<file path="src/rtl/debug_dump_pkg.sv">
`default_nettype none
// ============================================================================
// Module      : debug_dump_pkg
// Description : Shared definitions for the debug dump engine: FSM state
//               encoding, command byte codes, dump-section encoding and a
//               small width helper.
// Revision    : 1.0 - initial release
// ============================================================================
package debug_dump_pkg;

    typedef enum logic [2:0] {
        ST_IDLE    = 3'd0,
        ST_SEL     = 3'd1,
        ST_FETCH   = 3'd2,
        ST_CAPTURE = 3'd3,
        ST_SEND    = 3'd4,
        ST_WAIT_TX = 3'd5,
        ST_DONE    = 3'd6
    } state_t;

    // SEC_CK is the trailing checksum byte; it only occurs when the
    // checksum feature is compiled in.
    typedef enum logic [1:0] {
        SEC_PC = 2'd0,
        SEC_RB = 2'd1,
        SEC_DM = 2'd2,
        SEC_CK = 2'd3
    } section_t;

    localparam logic [7:0] CMD_PC   = 8'h70;  // 'p'
    localparam logic [7:0] CMD_REGS = 8'h72;  // 'r'
    localparam logic [7:0] CMD_MEM  = 8'h6D;  // 'm'
    localparam logic [7:0] CMD_ALL  = 8'h61;  // 'a'

    function automatic int max_int(input int a, input int b);
        return (a > b) ? a : b;
    endfunction

endpackage : debug_dump_pkg
`default_nettype wire

</file>
<file path="src/rtl/debug_word_serializer.sv">
`default_nettype none
// ============================================================================
// Module      : debug_word_serializer
// Description : Holds one captured word and hands it out one byte at a time,
//               least-significant byte first.
//   i_load    : capture i_word and the number of valid bytes i_nbytes
//   i_shift   : consume the current byte (o_byte) and advance to the next
//   o_byte    : byte currently at the head of the word
//   o_empty   : no bytes left to send
// Revision    : 1.0 - initial release
// ============================================================================
module debug_word_serializer #(
    parameter int BYTE   = 8,
    parameter int WORD_W = 32,
    parameter int CNT_W  = 3
) (
    input  logic              i_clock,
    input  logic              i_reset,
    input  logic              i_load,
    input  logic [WORD_W-1:0] i_word,
    input  logic [CNT_W-1:0]  i_nbytes,
    input  logic              i_shift,
    output logic [BYTE-1:0]   o_byte,
    output logic              o_empty
);

    logic [WORD_W-1:0] r_word;
    logic [CNT_W-1:0]  r_count;

    always_ff @(posedge i_clock) begin
        if (i_reset) begin
            r_word  <= '0;
            r_count <= '0;
        end else if (i_load) begin
            r_word  <= i_word;
            r_count <= i_nbytes;
        end else if (i_shift) begin
            r_word <= r_word >> BYTE;
            if (r_count != '0) begin
                r_count <= r_count - 1'b1;
            end
        end
    end

    assign o_byte  = r_word[BYTE-1:0];
    assign o_empty = (r_count == '0);

endmodule : debug_word_serializer
`default_nettype wire

</file>
<file path="src/rtl/debug_dump_engine.sv">
`default_nettype none
// ============================================================================
// Module      : debug_dump_engine
// Description : Command-driven state dump for the debug path. A command byte
//               from the debug UART selects PC, register bank, data memory or
//               all three; the selected values are read through the debug
//               read ports and sent byte by byte, LSB first, over the
//               tx_start/tx_done handshake.
//   Ports     : i_rx_done/i_rx_data  command input
//               i_tx_done/o_tx_start/o_tx_data  transmit handshake
//               o_rb_* / i_rb_data   register-bank debug read port
//               o_dm_* / i_dm_data   data-memory debug read port
//               i_pc_value           current PC
//               o_busy               dump in progress
//               o_error              one-cycle pulse on an unknown command
//   Macro     : DEBUG_DUMP_CHECKSUM_EN appends one XOR checksum byte of all
//               payload bytes after the last payload byte.
//   DATA_W and PC_W must be multiples of BYTE; RB_DEPTH <= 2**RB_ADDR and
//   DM_DEPTH <= 2**DM_ADDR.
// Revision    : 1.0 - initial release
// ============================================================================
module debug_dump_engine
    import debug_dump_pkg::*;
#(
    parameter int BYTE     = 8,
    parameter int DATA_W   = 32,
    parameter int PC_W     = 32,
    parameter int RB_ADDR  = 5,
    parameter int RB_DEPTH = 32,
    parameter int DM_ADDR  = 7,
    parameter int DM_DEPTH = 128
) (
    input  logic               i_clock,
    input  logic               i_reset,
    input  logic               i_rx_done,
    input  logic [BYTE-1:0]    i_rx_data,
    input  logic               i_tx_done,
    input  logic [PC_W-1:0]    i_pc_value,
    input  logic [DATA_W-1:0]  i_rb_data,
    input  logic [BYTE-1:0]    i_dm_data,
    output logic [BYTE-1:0]    o_tx_data,
    output logic               o_tx_start,
    output logic               o_rb_enable,
    output logic               o_rb_read_enable,
    output logic [RB_ADDR-1:0] o_rb_addr,
    output logic               o_dm_enable,
    output logic               o_dm_read_enable,
    output logic [DM_ADDR-1:0] o_dm_addr,
    output logic               o_busy,
    output logic               o_error
);

    localparam int c_word_w = max_int(DATA_W, PC_W);
    localparam int c_cnt_w  = $clog2(c_word_w / BYTE + 1);

    localparam logic [c_cnt_w-1:0] c_rb_bytes = c_cnt_w'(DATA_W / BYTE);
    localparam logic [c_cnt_w-1:0] c_pc_bytes = c_cnt_w'(PC_W / BYTE);
    localparam logic [c_cnt_w-1:0] c_one_byte = c_cnt_w'(1);
    localparam logic [RB_ADDR-1:0] c_rb_last  = RB_ADDR'(RB_DEPTH - 1);
    localparam logic [DM_ADDR-1:0] c_dm_last  = DM_ADDR'(DM_DEPTH - 1);

`ifdef DEBUG_DUMP_CHECKSUM_EN
    localparam logic c_ck_en = 1'b1;
`else
    localparam logic c_ck_en = 1'b0;
`endif

    state_t              r_state;
    section_t            r_sec;
    logic                r_do_pc;
    logic                r_do_rb;
    logic                r_do_dm;
    logic                r_ck_sent;
    logic [BYTE-1:0]     r_csum;

    logic                w_cmd_pc;
    logic                w_cmd_rb;
    logic                w_cmd_dm;
    logic                w_cmd_valid;
    logic                w_sec_end;
    logic                w_more;
    logic                w_ser_load;
    logic [c_word_w-1:0] w_ser_word;
    logic [c_cnt_w-1:0]  w_ser_nbytes;
    logic                w_ser_shift;
    logic [BYTE-1:0]     w_ser_byte;
    logic                w_ser_empty;

    // Command decode: 'a' simply requests all three sections.
    assign w_cmd_pc    = (i_rx_data == BYTE'(CMD_PC))   || (i_rx_data == BYTE'(CMD_ALL));
    assign w_cmd_rb    = (i_rx_data == BYTE'(CMD_REGS)) || (i_rx_data == BYTE'(CMD_ALL));
    assign w_cmd_dm    = (i_rx_data == BYTE'(CMD_MEM))  || (i_rx_data == BYTE'(CMD_ALL));
    assign w_cmd_valid = w_cmd_pc || w_cmd_rb || w_cmd_dm;

    // Anything still to send after the current section finishes.
    assign w_more = r_do_pc || r_do_rb || r_do_dm || (c_ck_en && !r_ck_sent);

    always_comb begin
        w_sec_end = 1'b1;
        case (r_sec)
            SEC_RB:  w_sec_end = (o_rb_addr == c_rb_last);
            SEC_DM:  w_sec_end = (o_dm_addr == c_dm_last);
            default: w_sec_end = 1'b1;
        endcase
    end

    // Serializer load: PC and checksum are loaded straight from SEL, bank
    // and memory words in CAPTURE once the read data is valid.
    always_comb begin
        w_ser_load   = 1'b0;
        w_ser_word   = '0;
        w_ser_nbytes = '0;
        case (r_state)
            ST_SEL: begin
                if (r_do_pc) begin
                    w_ser_load   = 1'b1;
                    w_ser_word   = c_word_w'(i_pc_value);
                    w_ser_nbytes = c_pc_bytes;
                end else if (!r_do_rb && !r_do_dm && c_ck_en && !r_ck_sent) begin
                    w_ser_load   = 1'b1;
                    w_ser_word   = c_word_w'(r_csum);
                    w_ser_nbytes = c_one_byte;
                end
            end
            ST_CAPTURE: begin
                w_ser_load = 1'b1;
                if (r_sec == SEC_RB) begin
                    w_ser_word   = c_word_w'(i_rb_data);
                    w_ser_nbytes = c_rb_bytes;
                end else begin
                    w_ser_word   = c_word_w'(i_dm_data);
                    w_ser_nbytes = c_one_byte;
                end
            end
            default: ;
        endcase
    end

    assign w_ser_shift = (r_state == ST_SEND);

    debug_word_serializer #(
        .BYTE   (BYTE),
        .WORD_W (c_word_w),
        .CNT_W  (c_cnt_w)
    ) u_serializer (
        .i_clock  (i_clock),
        .i_reset  (i_reset),
        .i_load   (w_ser_load),
        .i_word   (w_ser_word),
        .i_nbytes (w_ser_nbytes),
        .i_shift  (w_ser_shift),
        .o_byte   (w_ser_byte),
        .o_empty  (w_ser_empty)
    );

    always_ff @(posedge i_clock) begin
        if (i_reset) begin
            r_state          <= ST_IDLE;
            r_sec            <= SEC_PC;
            r_do_pc          <= 1'b0;
            r_do_rb          <= 1'b0;
            r_do_dm          <= 1'b0;
            r_ck_sent        <= 1'b0;
            r_csum           <= '0;
            o_tx_data        <= '0;
            o_tx_start       <= 1'b0;
            o_rb_enable      <= 1'b0;
            o_rb_read_enable <= 1'b0;
            o_rb_addr        <= '0;
            o_dm_enable      <= 1'b0;
            o_dm_read_enable <= 1'b0;
            o_dm_addr        <= '0;
            o_busy           <= 1'b0;
            o_error          <= 1'b0;
        end else begin
            // Pulsed outputs default low every cycle.
            o_tx_start       <= 1'b0;
            o_error          <= 1'b0;
            o_rb_read_enable <= 1'b0;
            o_dm_read_enable <= 1'b0;

            case (r_state)
                ST_IDLE: begin
                    // A coincident tx_done wins over rx_done: the command
                    // byte is dropped.
                    if (i_rx_done && !i_tx_done) begin
                        if (w_cmd_valid) begin
                            r_do_pc   <= w_cmd_pc;
                            r_do_rb   <= w_cmd_rb;
                            r_do_dm   <= w_cmd_dm;
                            r_ck_sent <= 1'b0;
                            r_csum    <= '0;
                            o_busy    <= 1'b1;
                            r_state   <= ST_SEL;
                        end else begin
                            o_error <= 1'b1;
                        end
                    end
                end

                ST_SEL: begin
                    if (r_do_pc) begin
                        r_do_pc <= 1'b0;
                        r_sec   <= SEC_PC;
                        r_state <= ST_SEND;
                    end else if (r_do_rb) begin
                        r_do_rb          <= 1'b0;
                        r_sec            <= SEC_RB;
                        o_rb_enable      <= 1'b1;
                        o_rb_addr        <= '0;
                        o_rb_read_enable <= 1'b1;
                        r_state          <= ST_FETCH;
                    end else if (r_do_dm) begin
                        r_do_dm          <= 1'b0;
                        r_sec            <= SEC_DM;
                        o_dm_enable      <= 1'b1;
                        o_dm_addr        <= '0;
                        o_dm_read_enable <= 1'b1;
                        r_state          <= ST_FETCH;
                    end else if (c_ck_en && !r_ck_sent) begin
                        r_ck_sent <= 1'b1;
                        r_sec     <= SEC_CK;
                        r_state   <= ST_SEND;
                    end else begin
                        o_busy  <= 1'b0;
                        r_state <= ST_DONE;
                    end
                end

                // Read strobe was raised on entry; the read port returns
                // data one cycle later, i.e. during CAPTURE.
                ST_FETCH: r_state <= ST_CAPTURE;

                ST_CAPTURE: r_state <= ST_SEND;

                ST_SEND: begin
                    o_tx_data  <= w_ser_byte;
                    o_tx_start <= 1'b1;
                    if (r_sec != SEC_CK) begin
                        r_csum <= r_csum ^ w_ser_byte;
                    end
                    r_state <= ST_WAIT_TX;
                end

                ST_WAIT_TX: begin
                    if (i_tx_done) begin
                        if (!w_ser_empty) begin
                            r_state <= ST_SEND;
                        end else if (w_sec_end) begin
                            o_rb_enable <= 1'b0;
                            o_dm_enable <= 1'b0;
                            if (w_more) begin
                                r_state <= ST_SEL;
                            end else begin
                                // Drop busy immediately after the final
                                // tx_done rather than waiting for DONE.
                                o_busy  <= 1'b0;
                                r_state <= ST_DONE;
                            end
                        end else if (r_sec == SEC_RB) begin
                            o_rb_addr        <= o_rb_addr + 1'b1;
                            o_rb_read_enable <= 1'b1;
                            r_state          <= ST_FETCH;
                        end else begin
                            o_dm_addr        <= o_dm_addr + 1'b1;
                            o_dm_read_enable <= 1'b1;
                            r_state          <= ST_FETCH;
                        end
                    end
                end

                ST_DONE: begin
                    o_busy  <= 1'b0;
                    r_state <= ST_IDLE;
                end

                default: r_state <= ST_IDLE;
            endcase
        end
    end

endmodule : debug_dump_engine
`default_nettype wire
</file>
<file path="config.mk">
export PLATFORM = sky130hd
export DESIGN_NAME = debug_dump_engine
export DESIGN_NICKNAME = d
export VERILOG_FILES = /design/src/rtl/debug_dump_pkg.sv /design/src/rtl/debug_word_serializer.sv /design/src/rtl/debug_dump_engine.sv
export SDC_FILE = /design/constraint.sdc
export NUM_CORES = 1
export LEC_CHECK = 0
export CAP_MARGIN = 20
export CELL_PAD_IN_SITES_DETAIL_PLACEMENT = 2
export CELL_PAD_IN_SITES_GLOBAL_PLACEMENT = 2
export CORE_MARGIN = 2
export CORE_UTILIZATION = 28
export CTS_CLUSTER_SIZE = 8
export DETAILED_ROUTE_END_ITERATION = 7
export PLACE_DENSITY_LB_ADDON = 0.1
export SYNTH_ARGS = -nofsm -noshare
export SYNTH_HDL_FRONTEND = slang
export SYNTH_SLANG_ARGS = --single-unit
</file>
<file path="constraint.sdc">
create_clock -name i_clock -period 2.9 [get_ports i_clock]
set_clock_uncertainty 0.1 [all_clocks]
set_input_delay 0.435 -clock i_clock [delete_from_list [all_inputs] [get_ports i_clock]]
set_output_delay 0.435 -clock i_clock [all_outputs]
set_load 0.05 [all_outputs]
</file>
* Word-level counts from Yosys, hierarchy flattened *
Cells that the tools add are included.

storage, ports and cells
  register bits after elaboration = 70
  latch bits = 0
  RAM bits = 0
  bits in read-only memories = 0
  output and inout bits = 27
  logic and storage cells = 171
  memories kept = 0

cells by class
  $add $sub $neg = 3
  $mul = 0
  divide/modulo/power cells = 0
  $lt $le $gt $ge = 0
  equal/unequal tests = 28
  shifts and indexed selects = 0
  mux-type cells = 91
  bitwise operators = 2
  reduce and logical (&&, ||, !) cells = 30

operators by type and width
  cell                   number
  $mux W32               4
  $pmux W32 S2           1
  $mux W7                7
  $mux W1                42
  $mux W3                14
  $eq A8 B7 Y1 const B   4
  $mux W5                6
  $ne A2 B2 Y1 const B   14
  $pmux W1 S2            9
  $pmux W3 S6            1
  $pmux W7 S2            1
  $reduce_and A7 Y1      2
  $pmux W5 S2            1
  $reduce_and A10 Y1     1
  $eq A3 B3 Y1 const B   3
  $reduce_and A8 Y1      1
  $reduce_bool A2 Y1     4
  $add A7 B1 Y7 const B  1
  $eq A7 B7 Y1 const B   1
  $logic_or A1 B1 Y1     7
  $eq A3 B2 Y1 const B   2
  $logic_not A3 Y1       2
  $mux W2                3
  $pmux W3 S2            1
  18 further kinds       22

* Depth between registers and ports, before layout *
  word-level depth = 7
  gate-level depth with buffers = 9

* Modules after synthesis *
A second synthesis with hierarchy kept.

second synthesis, totals
  cells, all modules = 468
  area total of the unflattened synthesis = 4,100.2 um^2

modules (own cells, without submodules)
  module                 instances  cells each  area each (um^2)  sequential area each (um^2)
  debug_dump_engine      1          296         2,359.8           700.7
  debug_word_serializer  1          172         1,740.4           700.7

* Least setup slack after synthesis *
OpenSTA, ideal clock, no wires.

  path type = reg2reg
  from = reg o_rb_addr[0]
  to = reg o_rb_addr[0]
  arrival time = 2,051 ps
  data required time = 2,740 ps
  slack = 689 ps
  stages on the path, launching flop included = 9
  path buffers = 0
  clock period less this slack = 2,211 ps
  cell sequence = dfxtp_1 ha_1 and3_1 ha_1 a21oi_1 o21ai_1 a2111o_1 nor3_2 mux2_1

on the way
  word-level cells in the longest chain between the ends = 6
  elaborated cells on any way between the ends = 10

RTL lines
  item                      RTL line                  source
  start: declaration        debug_dump_engine.sv:45   output logic [RB_ADDR-1:0] o_rb_addr,
  start signal: assignment  debug_dump_engine.sv:261  o_rb_addr <= o_rb_addr + 1'b1;
  $add A5 B1 Y5             debug_dump_engine.sv:261
  $mux W5                   debug_dump_engine.sv:260  end else if (r_sec == SEC_RB) begin
  $mux W5                   debug_dump_engine.sv:249  end else if (w_sec_end) begin
  $mux W5                   debug_dump_engine.sv:247  if (!w_ser_empty) begin
  $mux W5                   debug_dump_engine.sv:246  if (i_tx_done) begin
  $pmux W5 S2               debug_dump_engine.sv:182  case (r_state)

Parallel ways exist; a longest one is shown, timed or not. The select of a mux whose other input is x is not followed.
A chain may end at the register's enable or synchronous reset.

* Worst setup path after layout *
  from = reg r_state[0]
  to = reg u_serializer.r_word[5]

on the way
  word-level cells in the longest chain between the ends = 3
  elaborated cells on any way between the ends = 7

RTL lines
  item                                            RTL line                     source
  start: declaration                              debug_dump_engine.sv:68      state_t r_state;
  start signal: assignment                        debug_dump_engine.sv:158     r_state <= ST_IDLE;
  start signal: assignment                        debug_dump_engine.sv:194     r_state <= ST_SEL;
  start signal: assignment                        debug_dump_engine.sv:205     r_state <= ST_SEND;
  $eq A3 B2 Y1 or $eq A3 B1 Y1 (tied branches)    debug_dump_engine.sv:113     case (r_state)
  $pmux W32 S2 or $pmux W1 S2 (tied branches)     debug_dump_engine.sv:113
  $mux W32 or $reduce_bool A2 Y1 (tied branches)  --
  end signal: assignment                          debug_word_serializer.sv:35  r_word <= i_word;
  end signal: assignment                          debug_word_serializer.sv:38  r_word <= r_word >> BYTE;
  end: declaration                                debug_word_serializer.sv:27  logic [WORD_W-1:0] r_word;

Parallel ways exist; a longest one is shown, timed or not.

==> results.md <==
- The flow ran to the end, and the final reports show no timing, DRC or antenna violations.
- The ratio of cells with drive above 1 in the final layout is 0.0679.
- The CTS buffer count is 9.
- Counting cells, the worst reg-to-reg path comes to 6.
- Setup repair after global routing left no endpoint under its margin.
- Dividing the detail-routed via count by the number of cells gives roughly 5.3.
- Yosys mapped a number of flops with a built-in enable equal to 0.
- Of the available clock period, the critical path in the final layout requires 0.822.
- For this run, the total global-route usage over all layers was measured as 0.191.
- The longest clock path from root to sink contains 2 buffers.
- The number of nets in the layout is a little over 600.
- The count of TritonRoute iterations in the first routing pass is 5.
- Compared with the post-synthesis result, the final layout area differs by 44.5%.
- The maximum resistive drop on vdd is around 0.26 mV.
- The final weighted congestion of routability-driven global placement is ~0.74.
- The region available for standard cell placement spans 12200 um^2.
- The endpoint of the lowest-slack register-to-register path is u_serializer.r_word[5]$_SDFFE_PP0P_.
- The total overflow left after global routing is 0.
- Together, buffers and inverters on the worst path number 1.
- The initial utilization of the core area, before any placement, comes to 0.290.
- The initial antenna violation count is 0.
- In the synthesized netlist, the number of instances is 423.
- The final-report setup violation count is 0.
- The worst slew slack as a fraction of its limit is 0.528.
- The static leakage power is about 1.7 nW.
- The min-delay analysis places its worst path in the category reg2reg.
- The setup total negative slack is 0 ps.
- The flip-flop cell with the highest count after synthesis is sky130_fd_sc_hd__dfxtp_1.
- The floorplan has 40 rows.
- The arrival time of data at the critical path endpoint is ~2600 ps.
- The slowest cell on the critical path is sky130_fd_sc_hd__dfxtp_1.
- The final number of max-transition violations is 0.
- For the pin with the worst max-slew slack, the measured transition is between 700 and 800 ps.
- The pin count of the biggest net entering global routing is 50.
- The clock insertion delay at the later pin of the skew report is 340 ps.
- The number of global-route vias before repair came to between 3k and 4k.
- The floorplan step defined a die boundary enclosing around 13000 um^2.
- The cell family contributing the most delay on the critical path is simple AND/OR/NAND/NOR gates.
- The first global-routing pass estimated approximately 20000 um of wire.
- After clock tree synthesis, the clock-pin slew on the worst setup and hold paths is approximately 60 ps.
- The remaining number of nets flagged by the antenna check after routing is 0.
- The start-to-end type of the worst setup path is reg2reg.
- The layout has 1386 filler cells.
- The tool flagged a number of max-cap violations equal to 0.
- Subtracting the final worst setup slack from the clock period gives between 2000 and 2500 ps.
- During synthesis, Yosys emitted a total of 0 warnings.
- Counting flops with an async set or reset pin after synthesis yields a share of 0.
- The worst hold path was traced through 2 stages.
- The number of ports placed on the die boundary is 111.
- The worst setup path is launched from a flip-flop.
- The endpoint of the worst hold-timing path is o_tx_data[7]$_SDFFE_PP0P_.
- Based on the critical path, the design can be clocked at up to approximately 420 MHz.
- The startpoint of the worst register-to-register path is r_state[0]$_SDFFE_PP0P_.
- The critical path data required time is 3060 ps.
- The portion of the post-synthesis area used by sequential elements is 0.398.
- The routed design has between 10000 and 15000 um of wire.
- The die is 116 um tall.
- The final route contains about 3.7k vias.
- The tightest hold margin is ~360 ps.
- The maximum net fanout on the critical path is 29.
- The average cell area after synthesis is ~8.3 um^2.
- The repair_antennas step left the layout with diodes totalling 0.
- In this run the power density over the cells is around 680 nW/um^2.
- Input and output buffers added on the ports amount to 110.
- The worst setup path is captured at a flip-flop.
- Counting every net in the synthesized netlist gives about 510.
- Measured along the x axis, the die boundary spans around 120 um.
- The start point of the worst hold path is u_serializer.r_word[7]$_SDFFE_PP0P_.
- The clock drives 70 sinks.
- The initial DRC count is ~240.
- The number of different library cells used by synthesis comes to 60.
- The post-CTS setup repair buffer count is 0.
- The number of flip-flops and latches in the synthesized netlist is 70.
- In this run the clock root is driven by a sky130_fd_sc_hd__clkbuf_16.
- The sum of net half-perimeters after detailed placement is just over 9000 um.
- Walking the worst path, the cells encountered are nor3b_4, and2_1, buf_4, a22oi_1, and3_1, nor3_1.
- In the routed design, unresolved DRC markers number 0.
- The synthesized netlist occupies a cell area of 3520 um^2.
- The largest single stage delay on the critical path is between 600 and 700 ps.
- The clock tree from TritonCTS is built.
- The clock tree synthesis step divided the H-tree into 3 levels.
- The routed wire length per instance is 17.9 um.
- Setup slack on the worst reg-to-reg path comes out at about 520 ps.
- The hold buffer count at cts is 0.
- Once the clock tree was built, the resizer swapped 0 gates to a different size.
- The final hold violation count is 0.
worst register-to-register path, stage by stage, from the launching register on:
cell and delay (ps):
sky130_fd_sc_hd__dfxtp_1 660, sky130_fd_sc_hd__nor3b_4 480, sky130_fd_sc_hd__and2_1 240, sky130_fd_sc_hd__buf_4 330
sky130_fd_sc_hd__a22oi_1 160, sky130_fd_sc_hd__and3_1 180, sky130_fd_sc_hd__nor3_1 160
cells in the mapped netlist, types with 3 or more instances:
master                     number  area (um^2)
sky130_fd_sc_hd__or2_2          3         18.8
sky130_fd_sc_hd__nor2b_1        8         50.1
sky130_fd_sc_hd__and3_1         5         31.3
sky130_fd_sc_hd__o21a_1         5         37.5
sky130_fd_sc_hd__clkbuf_1      15         56.3
sky130_fd_sc_hd__nor2_1        56          210
sky130_fd_sc_hd__nor3_1        16         80.1
sky130_fd_sc_hd__xnor2_1        6         52.6
sky130_fd_sc_hd__o21ai_0       16         80.1
sky130_fd_sc_hd__and2_1         5         31.3
sky130_fd_sc_hd__mux2i_1        7         70.1
sky130_fd_sc_hd__inv_1         11         41.3
sky130_fd_sc_hd__buf_2         11         55.1
sky130_fd_sc_hd__nand3_1        6         30.0
sky130_fd_sc_hd__nor4b_1        3         26.3
sky130_fd_sc_hd__dfxtp_1       70         1400
sky130_fd_sc_hd__nand4_1        3         18.8
sky130_fd_sc_hd__nand2b_1       4         25.0
sky130_fd_sc_hd__a22oi_1        3         22.5
sky130_fd_sc_hd__ha_1           7         87.6
sky130_fd_sc_hd__a21oi_1       30          150
sky130_fd_sc_hd__o22ai_1        7         43.8
sky130_fd_sc_hd__a222oi_1      20          200
sky130_fd_sc_hd__a211oi_1      20          150
sky130_fd_sc_hd__nand2_1       40          150
registers in the layout, indices dropped and copies added (netlist names), 2 cells and up:
name / count
o_dm_addr: 7
o_rb_addr: 5
o_tx_data: 8
r_sec: 2
r_state: 3
u_serializer.r_count: 3
u_serializer.r_word: 32
cell families (layout without fill, tap and decap cells):
family	after synthesis	count (layout)	share of synthesized area
buffers and inverters	39	146	0.0465
adders and majority gates	7	7	0.0249
muxes	8	8	0.0231
and+or+nand+nor	167	167	0.238
AOI/OAI and AO/OA	126	126	0.254
DFF	70	70	0.398
xor gates and xnor gates	6	6	0.0149
layout make-up:
| cell class | count | area (um^2) | area share |
|---|---|---|---|
| Clock buffer | 10 | 229 | 0.0450 |
| Inverter | 11 | 41.3 | 0.00811 |
| Sequential cell | 70 | 1400 | 0.275 |
| Timing Repair Buffer | 119 | 1160 | 0.229 |
| Tap cell | 168 | 210 | 0.0413 |
| Multi-Input combinational cell | 314 | 1960 | 0.385 |
| Clock inverter | 6 | 86.3 | 0.0170 |
power by group:
group,total [mW],internal (mW),switching (mW)
Clock,1.18,0.751,0.433
Combinational,1.02,0.438,0.579
Sequential,1.25,1.11,0.138
Total,3.45,2.30,1.15
cells in the final DEF, fill, tap and decap left out, types with 7 or more instances in the layout:
master / synthesis / layout
sky130_fd_sc_hd__o22ai_1: 7 / 7
sky130_fd_sc_hd__nor3_1: 16 / 16
sky130_fd_sc_hd__a211oi_1: 20 / 20
sky130_fd_sc_hd__a21oi_1: 30 / 30
sky130_fd_sc_hd__buf_4: 1 / 9
sky130_fd_sc_hd__mux2i_1: 7 / 7
sky130_fd_sc_hd__nor2_1: 56 / 56
sky130_fd_sc_hd__ha_1: 7 / 7
sky130_fd_sc_hd__nor2b_1: 8 / 8
sky130_fd_sc_hd__clkdlybuf4s50_1: 0 / 109
sky130_fd_sc_hd__clkbuf_16: 0 / 9
sky130_fd_sc_hd__inv_1: 11 / 11
sky130_fd_sc_hd__nand2_1: 40 / 40
sky130_fd_sc_hd__dfxtp_1: 70 / 70
sky130_fd_sc_hd__a222oi_1: 20 / 20
sky130_fd_sc_hd__o21ai_0: 16 / 16
worst max path at each step:
stage                              startpoint                                    to  slack (ps)  cells after the start
global route          r_state[0]$_SDFFE_PP0P_  u_serializer.r_count[2]$_SDFFE_PP0P_         330                      6
floorplan           o_rb_addr[0]$_SDFFE_PP0P_             o_rb_addr[0]$_SDFFE_PP0P_         690                      8
finish                r_state[0]$_SDFFE_PP0P_   u_serializer.r_word[5]$_SDFFE_PP0P_         520                      6
global placement                 i_rx_data[0]                  r_do_rb$_SDFFE_PP0P_         560                      6
CTS                   r_state[0]$_SDFFE_PP0P_  u_serializer.r_count[2]$_SDFFE_PP0P_         510                      6
detailed placement               i_rx_data[0]                  r_do_rb$_SDFFE_PP0P_         390                      6
stage by stage:
stage / area, um^2 / setup slack, ps / cells / total power [mW] / utilization
4_1_cts: 5090 / 508 / 698 / 3.49 / 0.418
3_5_place_dp: 4770 / 391 / 682 / 2.29 / 0.392
2_1_floorplan: 3520 / 689 / 423 / 1.90 / -
6_report: 5090 / 517 / 698 / 3.45 / 0.418
3_3_place_gp: 4770 / 558 / 682 / 2.25 / 0.392
5_1_grt: 5090 / 328 / 698 / 3.66 / 0.418
routing by layer:
layer / track usage / share of wire
met4: 0.0738 / 0.017
met5: 0 / 0
met1: 0.247 / 0.47
met2: 0.320 / 0.48
met3: 0.0301 / 0.037
No activity file was read; power rests on OpenSTA's default activity.
